[config.mk]
export PLATFORM = sky130hd
export DESIGN_NAME = sram_fill_flat
export DESIGN_NICKNAME = d
export VERILOG_FILES = /design/src/rtl/gpu_pkg.sv /design/src/rtl/sram_fill_if.sv /design/src/rtl/fill_walker.sv /design/src/rtl/sram_fill.sv /design/src/flat_wrapper.sv
export SDC_FILE = /design/constraint.sdc
export NUM_CORES = 1
export LEC_CHECK = 0
export ABC_CLOCK_PERIOD_IN_PS = 3100
export CAP_MARGIN = 20
export CORE_ASPECT_RATIO = 0.9
export CORE_MARGIN = 1
export CORE_UTILIZATION = 25
export DETAILED_ROUTE_END_ITERATION = 10
export PLACE_DENSITY = 0.41
export SLEW_MARGIN = 30
export SYNTH_ARGS = -nofsm -noshare
export SYNTH_HDL_FRONTEND = slang
export SYNTH_SLANG_ARGS = --single-unit
[constraint.sdc]
create_clock -name clk -period 3.1 [get_ports clk]
set_input_delay 0.775 -clock clk [delete_from_list [all_inputs] [get_ports clk]]
set_output_delay 0.775 -clock clk [all_outputs]
set_load 0.02 [all_outputs]
[src/rtl/gpu_pkg.sv]
// Shared GPU definitions: framebuffer geometry defaults, SRAM word address and
// pixel types, and the row-major pixel address helper.
package gpu_pkg;
  localparam int FB_WIDTH_DEF  = 800;
  localparam int FB_HEIGHT_DEF = 480;
  localparam int X_W = 10;
  localparam int Y_W = 9;

  typedef logic [19:0]    sram_addr_t;
  typedef logic [15:0]    rgb565_t;
  typedef logic [X_W-1:0] coord_x_t;
  typedef logic [Y_W-1:0] coord_y_t;

  // One multiply per command; per-pixel stepping is pure addition.
  function automatic sram_addr_t pix_addr(input sram_addr_t base, input sram_addr_t width,
                                          input coord_x_t x, input coord_y_t y);
    return base + sram_addr_t'(y) * width + sram_addr_t'(x);
  endfunction
endpackage

[src/rtl/sram_fill_if.sv]
// Command, status and SRAM bus signals of the rectangle filler.
// A command transfers on a rising edge where cmd_valid and cmd_ready are both 1;
// the offering side holds the cmd fields stable while cmd_valid is high.
interface sram_fill_if;
  import gpu_pkg::*;

  logic       cmd_valid;
  logic       cmd_ready;
  coord_x_t   cmd_x0;
  coord_x_t   cmd_x1;
  coord_y_t   cmd_y0;
  coord_y_t   cmd_y1;
  rgb565_t    cmd_color;
  logic       busy;
  logic       done;
  logic       sram_req;
  logic       sram_gnt;
  sram_addr_t sram_addr;
  rgb565_t    sram_dq_out;
  logic       sram_dq_oe;
  logic       sram_we_n;
  logic       sram_ce_n;
  logic       sram_oe_n;

  modport master (
    input  cmd_valid, cmd_x0, cmd_x1, cmd_y0, cmd_y1, cmd_color, sram_gnt,
    output cmd_ready, busy, done, sram_req, sram_addr, sram_dq_out,
           sram_dq_oe, sram_we_n, sram_ce_n, sram_oe_n
  );

  modport slave (
    output cmd_valid, cmd_x0, cmd_x1, cmd_y0, cmd_y1, cmd_color, sram_gnt,
    input  cmd_ready, busy, done, sram_req, sram_addr, sram_dq_out,
           sram_dq_oe, sram_we_n, sram_ce_n, sram_oe_n
  );
endinterface

[src/rtl/fill_walker.sv]
// Row-major walk over a clipped rectangle: x/y position, current SRAM address
// and row start address, all advanced by addition only.
module fill_walker
  import gpu_pkg::*;
#(
  parameter int FB_WIDTH = FB_WIDTH_DEF,
  parameter int FB_BASE  = 0
) (
  input  logic       clk,
  input  logic       sreset,
  input  logic       load,
  input  logic       step,
  input  coord_x_t   x0,
  input  coord_x_t   x1,
  input  coord_y_t   y0,
  input  coord_y_t   y1,
  output sram_addr_t addr,
  output logic       last
);
  localparam sram_addr_t ROW_STEP = sram_addr_t'(FB_WIDTH);
  localparam sram_addr_t BASE     = sram_addr_t'(FB_BASE);

  coord_x_t   x_q, x0_q, x1_q;
  coord_y_t   y_q, y1_q;
  sram_addr_t row_q, addr_q;
  logic       x_more, y_more;

  assign x_more = ({1'b0, x_q} + 11'd1) < {1'b0, x1_q};
  assign y_more = ({1'b0, y_q} + 10'd1) < {1'b0, y1_q};
  assign last   = !x_more && !y_more;
  assign addr   = addr_q;

  always_ff @(posedge clk) begin
    if (sreset) begin
      x_q    <= '0;
      x0_q   <= '0;
      x1_q   <= '0;
      y_q    <= '0;
      y1_q   <= '0;
      row_q  <= '0;
      addr_q <= '0;
    end else if (load) begin
      x_q    <= x0;
      x0_q   <= x0;
      x1_q   <= x1;
      y_q    <= y0;
      y1_q   <= y1;
      row_q  <= pix_addr(BASE, ROW_STEP, x0, y0);
      addr_q <= pix_addr(BASE, ROW_STEP, x0, y0);
    end else if (step) begin
      if (x_more) begin
        x_q    <= x_q + 10'd1;
        addr_q <= addr_q + 20'd1;
      end else if (y_more) begin
        // row_q tracks the address of (x0, y) so a new row needs no multiply
        x_q    <= x0_q;
        y_q    <= y_q + 9'd1;
        row_q  <= row_q + ROW_STEP;
        addr_q <= row_q + ROW_STEP;
      end
    end
  end
endmodule

[src/rtl/sram_fill.sv]
// Rectangle fill engine: accepts a clip-and-fill command, arbitrates for the
// SRAM bus and writes one RGB565 word per pixel as a SETUP/PULSE pair.
module sram_fill
  import gpu_pkg::*;
#(
  parameter int FB_WIDTH  = FB_WIDTH_DEF,
  parameter int FB_HEIGHT = FB_HEIGHT_DEF,
  parameter int FB_BASE   = 0
) (
  input  logic         clk,
  input  logic         sreset,
  sram_fill_if.master  bus,
  output logic [2:0]   dbg_state
);
  typedef enum logic [2:0] {IDLE, CLIP, REQ, SETUP, PULSE, DONE} state_e;

  localparam coord_x_t X_LIM = coord_x_t'(FB_WIDTH);
  localparam coord_y_t Y_LIM = coord_y_t'(FB_HEIGHT);

  state_e     state_q, state_d;
  coord_x_t   x0_q, x1_q, x1_clip;
  coord_y_t   y0_q, y1_q, y1_clip;
  rgb565_t    color_q;
  logic       gnt_seen_q;
  logic       accept, empty;
  logic       walk_load, walk_step, walk_last;
  sram_addr_t walk_addr;

  logic       cmd_ready, busy, done, sram_req, sram_dq_oe, sram_we_n, sram_ce_n;
  sram_addr_t sram_addr;
  rgb565_t    sram_dq_out;

  assign accept    = (state_q == IDLE) && bus.cmd_valid;
  assign x1_clip   = (x1_q > X_LIM) ? X_LIM : x1_q;
  assign y1_clip   = (y1_q > Y_LIM) ? Y_LIM : y1_q;
  assign empty     = (x1_clip <= x0_q) || (y1_clip <= y0_q);
  assign walk_load = (state_q == CLIP);
  assign walk_step = (state_q == PULSE);
  assign dbg_state = state_q;

  fill_walker #(
    .FB_WIDTH (FB_WIDTH),
    .FB_BASE  (FB_BASE)
  ) u_walker (
    .clk    (clk),
    .sreset (sreset),
    .load   (walk_load),
    .step   (walk_step),
    .x0     (x0_q),
    .x1     (x1_clip),
    .y0     (y0_q),
    .y1     (y1_clip),
    .addr   (walk_addr),
    .last   (walk_last)
  );

  always_ff @(posedge clk) begin
    if (sreset) begin
      state_q    <= IDLE;
      gnt_seen_q <= 1'b0;
      x0_q       <= '0;
      x1_q       <= '0;
      y0_q       <= '0;
      y1_q       <= '0;
      color_q    <= '0;
    end else begin
      state_q    <= state_d;
      // REQ moves on one cycle after the grant has been sampled
      gnt_seen_q <= (state_q == REQ) && bus.sram_gnt;
      if (accept) begin
        x0_q    <= bus.cmd_x0;
        x1_q    <= bus.cmd_x1;
        y0_q    <= bus.cmd_y0;
        y1_q    <= bus.cmd_y1;
        color_q <= bus.cmd_color;
      end
    end
  end

  always_comb begin
    state_d = state_q;
    case (state_q)
      IDLE:    if (bus.cmd_valid) state_d = CLIP;
      CLIP:    state_d = empty ? DONE : REQ;
      REQ:     if (gnt_seen_q) state_d = SETUP;
      SETUP:   if (bus.sram_gnt) state_d = PULSE;
      PULSE:   state_d = walk_last ? DONE : SETUP;
      DONE:    state_d = IDLE;
      default: state_d = IDLE;
    endcase
  end

  always_comb begin
    cmd_ready   = (state_q == IDLE);
    busy        = (state_q != IDLE);
    done        = (state_q == DONE);
    sram_req    = (state_q == REQ) || (state_q == SETUP) || (state_q == PULSE);
    sram_addr   = '0;
    sram_dq_out = '0;
    sram_dq_oe  = 1'b0;
    sram_ce_n   = 1'b1;
    sram_we_n   = 1'b1;
    if (state_q == SETUP) begin
      // Without grant the chip select and data drivers are released
      sram_addr   = walk_addr;
      sram_dq_out = color_q;
      sram_dq_oe  = bus.sram_gnt;
      sram_ce_n   = !bus.sram_gnt;
    end else if (state_q == PULSE) begin
      sram_addr   = walk_addr;
      sram_dq_out = color_q;
      sram_dq_oe  = 1'b1;
      sram_ce_n   = 1'b0;
      sram_we_n   = 1'b0;
    end
  end

  assign bus.cmd_ready   = cmd_ready;
  assign bus.busy        = busy;
  assign bus.done        = done;
  assign bus.sram_req    = sram_req;
  assign bus.sram_addr   = sram_addr;
  assign bus.sram_dq_out = sram_dq_out;
  assign bus.sram_dq_oe  = sram_dq_oe;
  assign bus.sram_ce_n   = sram_ce_n;
  assign bus.sram_we_n   = sram_we_n;
  assign bus.sram_oe_n   = 1'b1;
endmodule

[src/flat_wrapper.sv]
// flat-port wrapper written by rule: the top's interface ports become plain ports
module sram_fill_flat import gpu_pkg::*;
#(
  parameter int FB_WIDTH  = FB_WIDTH_DEF,
  parameter int FB_HEIGHT = FB_HEIGHT_DEF,
  parameter int FB_BASE   = 0
)
  (clk, sreset, dbg_state, bus_cmd_valid, bus_cmd_x0, bus_cmd_x1, bus_cmd_y0, bus_cmd_y1, bus_cmd_color, bus_sram_gnt, bus_cmd_ready, bus_busy, bus_done, bus_sram_req, bus_sram_addr, bus_sram_dq_out, bus_sram_dq_oe, bus_sram_we_n, bus_sram_ce_n, bus_sram_oe_n);
  sram_fill_if bus_i ();
  input  logic clk;
  input  logic sreset;
  output logic [2:0] dbg_state;
  input wire logic [$bits(bus_i.cmd_valid)-1:0] bus_cmd_valid;
  input wire logic [$bits(bus_i.cmd_x0)-1:0] bus_cmd_x0;
  input wire logic [$bits(bus_i.cmd_x1)-1:0] bus_cmd_x1;
  input wire logic [$bits(bus_i.cmd_y0)-1:0] bus_cmd_y0;
  input wire logic [$bits(bus_i.cmd_y1)-1:0] bus_cmd_y1;
  input wire logic [$bits(bus_i.cmd_color)-1:0] bus_cmd_color;
  input wire logic [$bits(bus_i.sram_gnt)-1:0] bus_sram_gnt;
  output wire logic [$bits(bus_i.cmd_ready)-1:0] bus_cmd_ready;
  output wire logic [$bits(bus_i.busy)-1:0] bus_busy;
  output wire logic [$bits(bus_i.done)-1:0] bus_done;
  output wire logic [$bits(bus_i.sram_req)-1:0] bus_sram_req;
  output wire logic [$bits(bus_i.sram_addr)-1:0] bus_sram_addr;
  output wire logic [$bits(bus_i.sram_dq_out)-1:0] bus_sram_dq_out;
  output wire logic [$bits(bus_i.sram_dq_oe)-1:0] bus_sram_dq_oe;
  output wire logic [$bits(bus_i.sram_we_n)-1:0] bus_sram_we_n;
  output wire logic [$bits(bus_i.sram_ce_n)-1:0] bus_sram_ce_n;
  output wire logic [$bits(bus_i.sram_oe_n)-1:0] bus_sram_oe_n;
  assign bus_i.cmd_valid = bus_cmd_valid;
  assign bus_i.cmd_x0 = bus_cmd_x0;
  assign bus_i.cmd_x1 = bus_cmd_x1;
  assign bus_i.cmd_y0 = bus_cmd_y0;
  assign bus_i.cmd_y1 = bus_cmd_y1;
  assign bus_i.cmd_color = bus_cmd_color;
  assign bus_i.sram_gnt = bus_sram_gnt;
  assign bus_cmd_ready = bus_i.cmd_ready;
  assign bus_busy = bus_i.busy;
  assign bus_done = bus_i.done;
  assign bus_sram_req = bus_i.sram_req;
  assign bus_sram_addr = bus_i.sram_addr;
  assign bus_sram_dq_out = bus_i.sram_dq_out;
  assign bus_sram_dq_oe = bus_i.sram_dq_oe;
  assign bus_sram_we_n = bus_i.sram_we_n;
  assign bus_sram_ce_n = bus_i.sram_ce_n;
  assign bus_sram_oe_n = bus_i.sram_oe_n;
  sram_fill #(.FB_WIDTH(FB_WIDTH), .FB_HEIGHT(FB_HEIGHT), .FB_BASE(FB_BASE)) u_core (.clk(clk), .sreset(sreset), .bus(bus_i), .dbg_state(dbg_state));
endmodule
==> reports/qor.yml, run 1 <==
skew_ns: 0.0113
async_flop_share: 0
synth_sequential_area_ratio: 0.323
drcViolationCount: 0
synth.cell_area_sq_um: 9050
final_antenna_net_count: 0
gr_busiest_metal: "met1"
drt-wirelength-per-cell_um: 15.9
critPathRequiredTime_ns: 3.45
grt_pass1_vias: 8444
antenna_violations_before_repair: 1
grtUsageMet2: 0.234
violated_checks: "setup timing"
finalWorstPathRequiredPeriod_ns: 3.32
total_leakage_power_nw: 5.48
cts_htree_levels: 4
hold_class: "flop to flop"
via_count: 8649
final_core_util: 0.360
synth.net_count: 1326
tightest_slew_ns: 0.619
final_nets: 1513
post_route_cells_drive_above_1_share: 0.201
global_route_wire_length_before_repair_um: 47200
maximum_number_of_pins_on_one_net_before_global_route_repair: 47
critical_path_class: "flop to flop"
initialDrtViolationCount: 394
synthesis.instances: 1186
power.ir.vdd_worst_mv: 0.465
clkLatencyLatePin_ns: 0.44
vias_per_cell: 4.66
max-slew-margin-rel: 0.586
top_level_ports: 105
area_growth_from_synthesis_to_final_layout_pct: 40.7
setup_viol_count_final: 14
path_clk_slew_ns: 0.07
fp.dieH_um: 182
maxSlewViolCount: 0
synthesis.area_per_instance_sq_um: 7.63
place_ws_ns: -0.239
grt_overflow: 0
critPathMaxStageDelay_ns: 0.44
post-route-period-util: 1.07
final_critical_path_setup_slack_ns: -0.221
worst-path-max-fanout: 4
tritoncts_clock_tree: "yes"
worstPathArrival_ns: 3.67
crit_path_end_kind: "flop"
cts-buffers-inserted: 17
timing.max_cap.violations: 0
dieWidth_um: 203
first_pass_detailed_route_iteration_total: 5
yosysWarnings: 0
dpl.hpwl_um: 22000
power.density_cell_area_nw_per_um2: 999
outcome: "finished, violations left"
initial_utilization: 0.256
design.core.area_sq_um: 35400
critical-path-top-cell-by-count: "ha_4"
gp_congestion: 0.793
cp_slowest_cell: "fa_1"
wirelength_um: 29500
timing.critical_path.from_type: "flop"
gr-usage-all-layers: 0.162
commonest_cells_after_routing_fill_and_taps_aside: "nand2_1 (218), a21oi_1 (142), dfxtp_1 (131)"
worstPathCellList: "ha_4 -> ha_4 -> fa_1 -> ha_4 -> nor2b_4 -> o2111a_1 -> a211oi_2 -> xor2_1 -> buf_4 -> nor3_4 -> xor2_1 -> nand2_1 -> a311oi_1"
buffers_added_on_ports: 103
max_buffers_root_to_sink: 2
synth-edff-count: 0
finalHoldViolCount: 0
placement_rows: 65
number_of_synthesized_register_bits: 146
cts.sinks: 146
cts_root_buffer_type: "clkbuf_16"
layout_commonest_cell: "nand2_1"
dieArea_sq_um: 37000
use_met1: 0.240
timing.fmax_mhz: 301
synthFlopType: "dfxtp_1"
synth_cell_types: 67
use_met3: 0.0355
grt_setup_unrepaired: "yes"
logic make-up (layout without fill, tap and decap cells):
logic type / Yosys count / after routing / share of synthesized area
compound gates: 292 / 292 / 0.197
mux: 7 / 7 / 0.00788
buf+inv: 127 / 326 / 0.0561
simple gates: 470 / 470 / 0.239
other cells: 1 / 2 / 0.000414
xor+xnor: 61 / 61 / 0.0590
flops: 146 / 146 / 0.323
fa+ha+maj: 82 / 82 / 0.118
cell usage after synthesis (7+ instances only):
cell type	n	area, sq um
nor2b_1	11	68.8
and3_1	8	50.1
nand2b_1	7	43.8
buf_2	10	50.1
nand3_1	21	105
nor3_1	23	115
a21oi_1	149	746
xnor2_1	32	280
inv_1	57	214
nand4_1	19	119
ha_1	77	963
nand2_1	219	822
dfxtp_1	146	2920
xor2_1	29	254
o21ai_0	41	205
clkbuf_1	50	188
and2_1	46	288
nor2_1	85	319
a211oi_1	25	188
a21o_1	21	158
power breakdown:
group / switching, mW / total (mW) / internal (mW)
Sequential: 0.486 / 2.85 / 2.36
Combinational: 4.26 / 7.80 / 3.53
Clock: 0.894 / 2.08 / 1.18
Total: 5.64 / 12.7 / 7.08
area by class of cell:
class / instances / area [sq um]
Tap cell: 469 / 587
Clock buffer: 19 / 433
Timing Repair Buffer: 238 / 2200
Inverter: 57 / 214
Clock inverter: 12 / 135
Sequential cell: 146 / 2950
Fill cell: 3782 / 22600
Antenna cell: 1 / 2.50
Multi-Input combinational cell: 913 / 6210
stage by stage:
step	TNS, ns	power [mW]	cells	area, sq um	hold WS [ns]
floorplan	0	7.02	1186	9260	0.432
global placement	-2.49	9.81	1804	11500	0.438
detailed placement	-3.89	9.80	1804	11500	0.443
CTS	-2.16	12.4	1845	12400	0.452
global route	-4.57	13.8	1854	12700	0.469
finish	-1.52	12.7	1855	12700	0.452
critical path: cells and delay by family (launching register included):
kind                       cells  cell delay [ns]
AOI/OAI and AO/OA              3             0.75
xor gates and xnor gates       2             0.29
adders and majority gates      4             1.21
buffers and inverters          1             0.18
DFF                            1             0.37
and+or+nand+nor                3             0.42
final timing paths:
| check | startpoint | depth (start not counted) | end | slack, ns |
|---|---|---|---|---|
| max | u_core.y0_q[3] | 13 | u_core.u_walker.addr[17] | -0.22 |
| min | u_core.color_q[3] | 2 | u_core.color_q[3] | 0.45 |
| max reg2reg | u_core.y0_q[3] | 13 | u_core.u_walker.addr[17] | -0.22 |
| min reg2reg | u_core.color_q[3] | 2 | u_core.color_q[3] | 0.45 |
routing by layer:
layer	routed length (um)	share of wire
met5	0	0
met4	367	0.012
met3	1280	0.043
met2	12300	0.41
met1	15600	0.53
sequential cells by signal, summed over array words and instances, names as in the netlist:
signal,count
u_core.u_walker.row_q,20
u_core.x0_q,10
u_core.u_walker.addr,20
u_core.y0_q,9
u_core.color_q,16
u_core.y1_q,9
u_core.u_walker.x_q,10
u_core.gnt_seen_q,1
u_core.u_walker.x1_q,10
u_core.u_walker.y_q,9
u_core.u_walker.x0_q,10
u_core.x1_q,10
u_core.dbg_state,3
u_core.u_walker.y1_q,9
timing repair:
| action | CTS | global route |
|---|---|---|
| gates resized for setup | 53 | 81 |
| hold buffers | 0 | 0 |
| gates cloned | 0 | 0 |
| setup buffers | 10 | 12 |
| pin swaps | 29 | 30 |
| endpoints found under the setup margin | 81 | 91 |
Note: power is estimated with default switching activity, not from simulation.
==> run 2: changes to the inputs <==
- SKIP_CTS_REPAIR_TIMING: unset -> 1
==> run 2 against run 1 <==
Against the previous run:
- the run still ends with setup timing left
- die area stayed put
- via count is 0.15% lower
- core utilization hardly changed
- largest cell class unchanged
==> reports/qor.yml, run 2 (synthesis gave the netlist of run 1 again) <==
outcome: "finished, violations left"
violated_checks: "setup timing"
worstPathArrival_ns: 3.60
maximum_number_of_pins_on_one_net_before_global_route_repair: 47
final_nets: 1508
antenna_violations_before_repair: 1
grt_setup_unrepaired: "yes"
tightest_slew_ns: 0.605
cts-buffers-inserted: 17
max-slew-margin-rel: 0.593
fp.dieH_um: 182
dieWidth_um: 203
skew_ns: 0.0111
critical-path-top-cell-by-count: "ha_4"
gr-usage-all-layers: 0.161
top_level_ports: 105
initial_utilization: 0.256
power.density_cell_area_nw_per_um2: 990
final_core_util: 0.360
initialDrtViolationCount: 348
tritoncts_clock_tree: "yes"
worstPathCellList: "ha_4 -> ha_4 -> inv_1 -> fa_1 -> inv_2 -> ha_4 -> o21ai_4 -> o21ai_0 -> or3b_4 -> o2111ai_4 -> xnor2_1 -> nor2_2 -> o32ai_1 -> nor2_1"
timing.fmax_mhz: 304
wirelength_um: 29600
dieArea_sq_um: 37000
layout_commonest_cell: "nand2_1"
path_clk_slew_ns: 0.07
maxSlewViolCount: 0
cts.sinks: 146
dpl.hpwl_um: 22000
via_count: 8636
post_route_cells_drive_above_1_share: 0.199
finalWorstPathRequiredPeriod_ns: 3.29
global_route_wire_length_before_repair_um: 46800
area_growth_from_synthesis_to_final_layout_pct: 40.7
cp_slowest_cell: "fa_1"
final_design_area_no_fill_sq_um: 12700
setup_viol_count_final: 15
placement_rows: 65
hold_ws_ns: 0.450
max_buffers_root_to_sink: 2
worst-r2r-setup-slack_ns: -0.19
cts_htree_levels: 4
hold_class: "flop to flop"
cts_root_buffer_type: "clkbuf_16"
crit_path_end_kind: "flop"
vias_per_cell: 4.67
report.power.total_mw: 12.6
grt_pass1_vias: 8330
total_leakage_power_nw: 5.42
post-route-period-util: 1.06
drt-wirelength-per-cell_um: 16.0
critical_path_class: "flop to flop"
buffers_added_on_ports: 103
final_antenna_net_count: 0
design.core.area_sq_um: 35400
gp_congestion: 0.793
timing.critical_path.from_type: "flop"
first_pass_detailed_route_iteration_total: 5
timing.max_cap.violations: 0
critPathMaxStageDelay_ns: 0.49
commonest_cells_after_routing_fill_and_taps_aside: "nand2_1 (218), a21oi_1 (142), dfxtp_1 (132)"
worst-path-max-fanout: 4
power.ir.vdd_worst_mv: 0.473
grt_overflow: 0
finalHoldViolCount: 0
drcViolationCount: 0
critPathRequiredTime_ns: 3.41
placed_area_sq_um: 11500
final_critical_path_setup_slack_ns: -0.186
clkLatencyLatePin_ns: 0.44
[run 2: layout make-up]
class,count,area [sq um]
well taps,469,587
fillers,3773,22600
clock buffers,19,433
inverters,57,214
flip-flops and latches,146,2950
repair buffers,233,2180
diodes,1,2.50
multi-input cells,913,6230
clock inverters,12,135
[run 2: worst paths after layout]
kind | endpoint | cells past startpoint | startpoint
max | u_core.u_walker.row_q[15] | 14 | u_core.y0_q[3]
min | u_core.color_q[8] | 2 | u_core.color_q[8]
max reg2reg | u_core.u_walker.row_q[15] | 14 | u_core.y0_q[3]
min reg2reg | u_core.color_q[8] | 2 | u_core.color_q[8]
[run 2: critical path, delay by kind of cell, from the launching register on]
kind	cells	cell delay, ns
fa+ha+maj	4	1.27
flops	1	0.37
compound gates	4	0.69
buf+inv	2	0.08
xor+xnor	1	0.18
simple gates	3	0.57
[run 2: stage by stage]
step | setup WS, ns | setup TNS (ns) | cells
finish | -0.186 | -1.41 | 1850
detailed placement | -0.239 | -3.89 | 1804
global placement | -0.210 | -2.49 | 1804
floorplan | 0.00424 | 0 | 1186
global route | -0.339 | -4.29 | 1849
CTS | -0.284 | -6.28 | 1835
[run 2: metal layers]
layer | vias to the layer above | global-route usage | routed length [um]
li1 | 4435 | - | -
met1 | 4031 | 0.240 | 15600
met2 | 150 | 0.230 | 12300
met3 | 20 | 0.0357 | 1330
met4 | 0 | 0.0388 | 300
met5 | - | 0 | 0
[run 2: power breakdown]
part	switching, mW	internal, mW	leakage (nW)
sequential	0.482	2.36	1.20
combinational	4.22	3.47	3.96
clock	0.887	1.18	0.262
==> run 3: changes to the inputs <==
- ABC_AREA: unset -> 1
- PLACE_DENSITY: 0.41 -> unset
- PLACE_DENSITY_LB_ADDON: unset -> 0.05
==> run 3 against run 2 <==
Against the previous run:
- the flow now finishes without violations
- die area grew 5.2%
- critical path depth shrank 9
- sequential power grew 6%
- worst setup slack gained 0.23 ns
- largest power group unchanged
- cell count up 11%
- first-iteration DRC count increased by 34%
- flip-flop and latch count is the same
- final area is 1.6% lower
- register-to-register slack improved by 0.34 ns
- non-clock buffer count fell by 67
- highest routed layer unchanged
- total power increased by 17%
==> reports/qor.yml, run 3 <==
outcome: "finished, final reports clean"
final_antenna_net_count: 0
gp_congestion: 0.802
finalNonFillerCells: 2055
cpLargestDelayFamily: "buffers and inverters"
setup_viol_count_final: 0
buffers_added_on_ports: 103
synthesis.area_per_instance_sq_um: 6.62
worst-path-max-fanout: 9
yosysWarnings: 0
skew_ns: 0.0148
cts-buffers-inserted: 17
layout_commonest_cell: "nand2_1"
critical-path-top-cell-by-count: "inv_1"
area_growth_from_synthesis_to_final_layout_pct: 31.5
synth.net_count: 1580
final_core_util: 0.335
critical_path_buf_inv_count: 3
grt_overflow: 0
synth_largest_area_cell: "dfxtp_1"
yosys.area.top_type_share: 0.307
path_clk_slew_ns: 0.07
critical_path_class: "flop to primary output"
final_nets: 1700
dpl.hpwl_um: 23700
drt-wirelength-per-cell_um: 15.5
hold_class: "flop to flop"
timing.rr.end: "u_core.u_walker.addr[19]"
placed_cells: 2016
synth_area_leaders: "dfxtp_1 (31%), nand2_1 (11%), ha_1 (10%)"
grt_pass1_vias: 9159
hold_end: "u_core.color_q[8]"
number_of_synthesized_register_bits: 146
timing.fmax_mhz: 327
timing.max_cap.violations: 0
hold_path.startpoint: "u_core.color_q[8]"
vias_per_cell: 4.51
placed_area_sq_um: 11400
cts.sinks: 146
design.core.area_sq_um: 37400
finalWorstPathRequiredPeriod_ns: 3.06
synth_sequential_area_ratio: 0.307
wirelength_um: 31900
dieWidth_um: 208
finalHoldViolCount: 0
async_flop_share: 0
hold_ws_ns: 0.452
timing.hold.worst_path_depth: 2
synthesis.instances: 1440
tritoncts_clock_tree: "yes"
synthMostInstantiatedCell: "nand2_1"
synth.cell_area_sq_um: 9530
drcViolationCount: 0
final_design_area_no_fill_sq_um: 12500
cts_root_buffer_type: "clkbuf_16"
tightest_slew_ns: 0.871
initial_utilization: 0.255
antenna_violations_before_repair: 0
worst-r2r-setup-slack_ns: 0.15
maximum_number_of_pins_on_one_net_before_global_route_repair: 56
critPathMaxStageDelay_ns: 0.58
first_pass_detailed_route_iteration_total: 4
worstReg2RegStart: "u_core.y0_q[4]"
timing.critical_path.from_type: "flop"
total_leakage_power_nw: 5.91
commonest_cells_after_routing_fill_and_taps_aside: "nand2_1 (264), nor2_1 (196), inv_1 (173)"
worstPathCellList: "nor2_1 -> inv_1 -> nor2_2 -> inv_1 -> clkdlybuf4s50_1"
placement_rows: 67
crit_path_end_kind: "primary output"
register_to_register_path_depth: 19
power.ir.vdd_worst_mv: 0.571
power.density_cell_area_nw_per_um2: 1180
grt_setup_unrepaired: "yes"
gr-usage-all-layers: 0.165
antennaDiodeCount: 0
cp_slowest_cell: "clkdlybuf4s50_1"
synth_cell_types: 45
clkLatencyLatePin_ns: 0.44
max_buffers_root_to_sink: 2
worstPathArrival_ns: 2.28
post-route-period-util: 0.986
global_route_wire_length_before_repair_um: 50400
synthFlopType: "dfxtp_1"
critPathRequiredTime_ns: 2.32
fin_tns_setup_ns: 0
synth-edff-count: 0
top_level_ports: 105
post_synth_most_frequent_cells: "nand2_1 (288), nor2_1 (204), inv_1 (181)"
final.fill_count: 4108
via_count: 9273
initialDrtViolationCount: 468
cts_htree_levels: 4
maxSlewViolCount: 0
fp.dieH_um: 187
dieArea_sq_um: 38900
max-slew-margin-rel: 0.419
post_route_cells_drive_above_1_share: 0.132
-- run 3: worst max-delay path by stage --
stage	start	end	cells after the start
after global routing	u_core.dbg_state[0]	bus_sram_addr[16]	7
after detailed placement	u_core.y0_q[4]	u_core.u_walker.addr[19]	19
final	u_core.dbg_state[0]	bus_busy	5
after CTS	u_core.y0_q[4]	u_core.u_walker.row_q[15]	20
after floorplan	u_core.y0_q[3]	u_core.u_walker.addr[16]	19
after global placement	u_core.y0_q[4]	u_core.u_walker.addr[16]	20
-- run 3: area by class of cell --
class	instances	area [sq um]	share of cell area
tap	483	604	0.0482
timing repair buffer	166	1680	0.134
multi-input combinational	1041	6070	0.485
sequential	146	2940	0.235
inverter	188	708	0.0565
clock buffer	18	439	0.0351
clock inverter	13	85.1	0.00679
-- run 3: layer usage --
metal / vias up / track usage / part of all wire
met5: - / 0 / 0
met4: 0 / 0.0359 / 0.0097
met3: 19 / 0.0321 / 0.039
met2: 133 / 0.267 / 0.45
met1: 4252 / 0.227 / 0.50
li1: 4869 / - / -
-- run 3: cells by family (layout without fill, tap and decap cells) --
kind of cell,after synthesis,in the layout,share of synthesized area
DFF,146,146,0.307
adders and majority gates,82,82,0.112
and+or+nand+nor,630,630,0.278
xor gates and xnor gates,43,43,0.0395
AOI/OAI and AO/OA,285,285,0.158
other,1,1,0.000394
buffers and inverters,253,385,0.106
-- run 3: worst reg2reg max path, cell delays in order, from the launching register on --
cell and delay, ns:
dfxtp_4 0.37, ha_4 0.24, ha_4 0.26, inv_2 0.03
fa_1 0.49, inv_2 0.05, ha_4 0.26, buf_6 0.10
nand2_4 0.05, nor2_4 0.10, nand2_2 0.08, nand3_2 0.10
nand2_1 0.07, nand2_2 0.12, nand3_4 0.12, inv_4 0.09
nand4_1 0.15, nand2_1 0.11, nor2_1 0.04, nor2_1 0.08
-- run 3: per-stage QoR --
stage	setup slack, ns	power, mW
6_report	0.0428	14.8
3_5_place_dp	-0.103	12.0
4_1_cts	-0.121	14.0
5_1_grt	-0.0863	16.4
2_1_floorplan	0.120	8.85
3_3_place_gp	-0.0594	12.0
-- run 3: power by group --
part	total, mW	switching [mW]	internal [mW]
logic	9.81	5.99	3.82
registers	3.02	0.483	2.54
clock network	1.93	0.897	1.04
total	14.8	7.37	7.40
